File: config.mk
export PLATFORM = sky130hd
export DESIGN_NAME = shift8_ctrl_flat
export DESIGN_NICKNAME = d
export VERILOG_FILES = /design/src/rtl/shift8_ctrl_if.sv /design/src/rtl/shift8_ctrl.sv /design/src/flat_wrapper.sv
export SDC_FILE = /design/constraint.sdc
export NUM_CORES = 1
export LEC_CHECK = 0
export ABC_AREA = 1
export CELL_PAD_IN_SITES_DETAIL_PLACEMENT = 0
export CELL_PAD_IN_SITES_GLOBAL_PLACEMENT = 1
export CORE_AREA = 2 2 63 65
export CTS_CLUSTER_DIAMETER = 150
export DETAILED_ROUTE_END_ITERATION = 7
export DIE_AREA = 0 0 65 67
export PLACE_DENSITY = 0.7
export SYNTH_ARGS = -nofsm -noshare
export SYNTH_HDL_FRONTEND = slang
export SYNTH_SLANG_ARGS = --single-unit
File: constraint.sdc
create_clock -name clk -period 1.1 [get_ports clk]
set_input_delay 0.275 -clock clk [delete_from_list [all_inputs] [get_ports clk]]
set_output_delay 0.275 -clock clk [all_outputs]
set_load 0.05 [all_outputs]
File: src/rtl/shift8_ctrl_if.sv
// Command/result bundle for shift8_ctrl: the master issues start/d_in/op/amt,
// the slave returns q/busy/done.
interface shift8_ctrl_if;
  logic       start;
  logic [7:0] d_in;
  logic [1:0] op;
  logic [2:0] amt;
  logic [7:0] q;
  logic       busy;
  logic       done;

  modport master (output start, d_in, op, amt, input  q, busy, done);
  modport slave  (input  start, d_in, op, amt, output q, busy, done);
endinterface

File: src/rtl/shift8_ctrl.sv
// Sequential 8-bit shifter: one bit per cycle for amt cycles, then a one-cycle done pulse.
// start is only honoured in IDLE; anything arriving while busy or done is dropped.
module shift8_ctrl (
  input  logic         clk,
  input  logic         reset,
  shift8_ctrl_if.slave bus
);
  typedef enum logic [1:0] {IDLE, SHIFT, DONE} state_t;
  typedef enum logic [1:0] {SEL_HOLD, SEL_LEFT, SEL_RIGHT, SEL_LOAD} sel_t;

  state_t     state_q;
  logic [7:0] q_q;
  logic [7:0] q_d;
  logic [2:0] cnt_q;
  logic [1:0] op_q;
  logic       busy_q;
  logic       done_q;

  sel_t       sel;
  logic [7:0] left_src;
  logic [7:0] right_src;

  always_comb begin
    sel = SEL_HOLD;
    if (state_q == IDLE && bus.start) begin
      sel = SEL_LOAD;
    end else if (state_q == SHIFT) begin
      sel = (op_q == 2'b01) ? SEL_LEFT : SEL_RIGHT;
    end
  end

  // Neighbour taps per bit; the top bit of the right tap is the sign only for ASR.
  assign left_src  = {q_q[6:0], 1'b0};
  assign right_src = {(op_q == 2'b11) & q_q[7], q_q[7:1]};

  for (genvar i = 0; i < 8; i++) begin : g_bit
    assign q_d[i] = (sel == SEL_LOAD)  ? bus.d_in[i] :
                    (sel == SEL_LEFT)  ? left_src[i] :
                    (sel == SEL_RIGHT) ? right_src[i] :
                                         q_q[i];
  end

  always_ff @(posedge clk or posedge reset) begin
    if (reset) begin
      state_q <= IDLE;
      q_q     <= 8'h00;
      cnt_q   <= 3'd0;
      op_q    <= 2'b00;
      busy_q  <= 1'b0;
      done_q  <= 1'b0;
    end else begin
      q_q <= q_d;
      case (state_q)
        IDLE: begin
          if (bus.start) begin
            op_q  <= bus.op;
            cnt_q <= bus.amt;
            if (bus.amt == 3'd0 || bus.op == 2'b00) begin
              state_q <= DONE;
              done_q  <= 1'b1;
            end else begin
              state_q <= SHIFT;
              busy_q  <= 1'b1;
            end
          end
        end
        SHIFT: begin
          if (cnt_q != 3'd0) begin
            cnt_q <= cnt_q - 3'd1;
          end
          if (cnt_q <= 3'd1) begin
            state_q <= DONE;
            busy_q  <= 1'b0;
            done_q  <= 1'b1;
          end
        end
        DONE: begin
          state_q <= IDLE;
          done_q  <= 1'b0;
        end
        default: begin
          state_q <= IDLE;
          busy_q  <= 1'b0;
          done_q  <= 1'b0;
        end
      endcase
    end
  end

  assign bus.q    = q_q;
  assign bus.busy = busy_q;
  assign bus.done = done_q;
endmodule

File: src/flat_wrapper.sv
// flat-port wrapper written by rule: the top's interface ports become plain ports
module shift8_ctrl_flat 
  (clk, reset, bus_start, bus_d_in, bus_op, bus_amt, bus_q, bus_busy, bus_done);
  shift8_ctrl_if bus_i ();
  input  logic clk;
  input  logic reset;
  input wire logic [$bits(bus_i.start)-1:0] bus_start;
  input wire logic [$bits(bus_i.d_in)-1:0] bus_d_in;
  input wire logic [$bits(bus_i.op)-1:0] bus_op;
  input wire logic [$bits(bus_i.amt)-1:0] bus_amt;
  output wire logic [$bits(bus_i.q)-1:0] bus_q;
  output wire logic [$bits(bus_i.busy)-1:0] bus_busy;
  output wire logic [$bits(bus_i.done)-1:0] bus_done;
  assign bus_i.start = bus_start;
  assign bus_i.d_in = bus_d_in;
  assign bus_i.op = bus_op;
  assign bus_i.amt = bus_amt;
  assign bus_q = bus_i.q;
  assign bus_busy = bus_i.busy;
  assign bus_done = bus_i.done;
  shift8_ctrl u_core (.clk(clk), .reset(reset), .bus(bus_i));
endmodule
==> flow_summary.json <==
{
  "drt-pass1-iter-count": 4,
  "wirelength_um": 2880,
  "fp.dieArea_mm2": 0.00436,
  "hold_buffers": 0,
  "fp.dieH_um": 67,
  "vdd_ir_drop_max_mv": 1.89,
  "num_vias": 1105,
  "yosys-top-cells-count": "nand2_1 (53), inv_1 (22), nand3_1 (20)",
  "rows": 22,
  "core_mm2": 0.00361,
  "reg2reg_depth": 7,
  "gp_congestion": 0.795,
  "max-slew-margin-rel_pct": 83.4,
  "use_met1_pct": 17.0,
  "gr-usage-met3_pct": 2.87,
  "grtUsageMet2_pct": 27.3,
  "r2r-start": "u_core.state_q[1]",
  "ant_nets": 0,
  "syn_avg_cell_area_um2": 7.13,
  "max_stage_delay_ns": 0.45,
  "via_per_inst": 4.46,
  "grt-busiest-layer": "met2",
  "post-synth-top-count-cell": "nand2_1",
  "syn_inst": 147,
  "die_w_um": 65,
  "critical-path-top-delay-family": "flip-flops",
  "synth_cell_types": 18,
  "drt_iter0_drc": 43,
  "reg2reg_slack_ns": -0.12,
  "cp_max_fo": 11,
  "cp-start-kind": "flip-flop",
  "gr-total-overflow": 0,
  "synth_edf_count": 0,
  "synth_warnings": 0,
  "slew_violations": 0,
  "ys_ff_latch": 17,
  "fmax_mhz": 817,
  "run_status": "finished, violations left",
  "leakage_nw": 0.955,
  "io_pins": 26,
  "clock-root-buffer": "clkbuf_8",
  "drc": 0,
  "cts_htree_levels": 1,
  "cp.arrival_ns": 1.36,
  "cts_buffers": 3,
  "synth_nets": 166,
  "async_reset_ff_share_pct": 100,
  "grt_usage_pct": 14.4,
  "critical_path.slowest_cell": "dfrtp_2",
  "syn2layout_area_growth_pct": 78.3,
  "cts_tree": "done",
  "syn_area_mm2": 0.00105,
  "rr_endpoint": "u_core.bus.q[6]",
  "clk_pin_slew_ns": 0.08,
  "clk-insertion-delay-late_ns": 0.25,
  "cts_sinks": 17,
  "crit_chain": "nor2_4 > nand2_4 > buf_12 > o21ai_2 > inv_1 > nand2_1 > nand2_1",
  "required_ns": 1.24,
  "drv_cap": 0,
  "antenna_cells": 0,
  "critPathCaptureType": "flip-flop",
  "grt_pass1_wl_um": 4860,
  "period_needed_ns": 1.22,
  "nFillCells": 360,
  "rsz0062_at_grt": "true",
  "synth-main-ff-cell": "dfrtp_1",
  "post-route-util_pct": 51.8,
  "nets": 220,
  "yosysSeqAreaShare_pct": 40.6,
  "finalSetupTns_ns": -1.63,
  "setup_viol": 25,
  "synth_top_area_cell": "dfrtp_1",
  "power_density_mw_per_mm2": 3220,
  "grt_antenna_before_repair": 0,
  "start_util_pct": 29.1,
  "io_buffers": 25,
  "tightest_slew_ns": 0.248,
  "fin_ws_ns": -0.124,
  "hold_viol": 0,
  "hold_class": "in -> async",
  "dp.final_hpwl_um": 1920,
  "violations": "setup timing",
  "grt_pass1_vias": 1094,
  "synth.area.top_cells": "dfrtp_1 (41%), nand2_1 (19%), nand3_1 (9.5%)",
  "synth_top_cell_area_share_pct": 40.6,
  "skew_ns": 0.00709,
  "crit_top_cell": "nand2_1",
  "layout-drive-gt1-share_pct": 38.0,
  "path_buf_inv": 2,
  "crit_type": "reg -> reg",
  "drt-wirelength-per-cell_um": 11.6,
  "fin_crit_sh_pct": 111,
  "grt_max_degree": 18,
  "clockBufferDepth": 2,
  "total_power_w": 0.00602
}
-- area by class of cell --
class	count	area, µm²	area share, %
Timing Repair Buffer	51	641	34.3
Multi-Input combinational cell	104	596	31.9
Tap cell	48	60.1	3.21
Clock buffer	3	41.3	2.21
Clock inverter	1	5.00	0.268
Sequential cell	17	434	23.2
Inverter	24	92.6	4.95
-- cell families (layout without fill, tap and decap cells) --
logic type,Yosys count,count (layout),synth area share (%)
DFF,17,17,40.6
AOI/OAI and AO/OA,18,18,9.19
and+or+nand+nor,83,83,36.5
buffers and inverters,26,79,10.1
adders and majority gates,3,3,3.58
-- through the flow --
stage | setup slack (ns) | area (µm²) | std cells | hold slack (ns)
floorplan | -0.0467 | 1050 | 147 | 0.201
global placement | -0.316 | 1580 | 231 | 0.520
detailed placement | -0.338 | 1580 | 231 | 0.539
CTS | -0.103 | 1760 | 244 | 0.338
global route | -0.211 | 1870 | 248 | 0.362
finish | -0.124 | 1870 | 248 | 0.334
-- flip-flops by register name, indices dropped and copies added (netlist names) --
register and flops:
u_core.cnt_q 3, u_core.state_q 2, u_core.op_q 2, u_core.bus.busy 1
u_core.bus.q 8, u_core.bus.done 1
-- power breakdown --
part,switching [W],internal [W]
combinational,0.00220,0.00205
sequential,0.000336,0.000958
clock,0.000228,0.000251
-- layer usage --
layer	vias up	wire (µm)
li1	566	-
met1	516	1220
met2	23	1520
met3	0	137
met4	0	0
met5	-	0
-- cell usage in the layout, fill, tap and decap left out, types with 2 or more instances in the layout --
cell type        instances
nand2_2                  7
nand2_1                 45
o21ai_2                  3
clkdlybuf4s50_1         15
inv_1                   17
nand3_1                 20
buf_6                    2
clkbuf_8                 3
buf_4                   18
inv_2                    6
o21ai_1                 13
buf_12                  14
ha_1                     2
dfrtp_1                 10
nor2_4                   3
nand2_4                  5
dfrtp_2                  7
-- repair_timing --
action / 4_1_cts / 5_1_grt
setup buffers: 8 / 3
pin swaps: 6 / 8
gates resized for setup: 21 / 23
setup endpoints to repair: 27 / 27
cloned: 1 / 1
-- worst reg2reg max path, stage by stage (launching register included) --
cell	delay (ns)
dfrtp_2	0.45
nor2_4	0.15
nand2_4	0.10
buf_12	0.16
o21ai_2	0.11
inv_1	0.05
nand2_1	0.05
nand2_1	0.05
-- worst max path at each step --
stage	slack, ns	cells after the start	from	end
6_report	-0.12	7	u_core.state_q[1]	u_core.bus.q[6]
5_1_grt	-0.21	7	u_core.state_q[1]	u_core.bus.q[5]
3_5_place_dp	-0.34	7	bus_start	u_core.bus.q[6]
3_3_place_gp	-0.32	7	bus_start	u_core.bus.q[6]
4_1_cts	-0.10	6	u_core.state_q[0]	u_core.bus.q[6]
2_1_floorplan	-0.05	7	u_core.state_q[1]	u_core.bus.q[2]
Power figures use the tool's default switching activity.
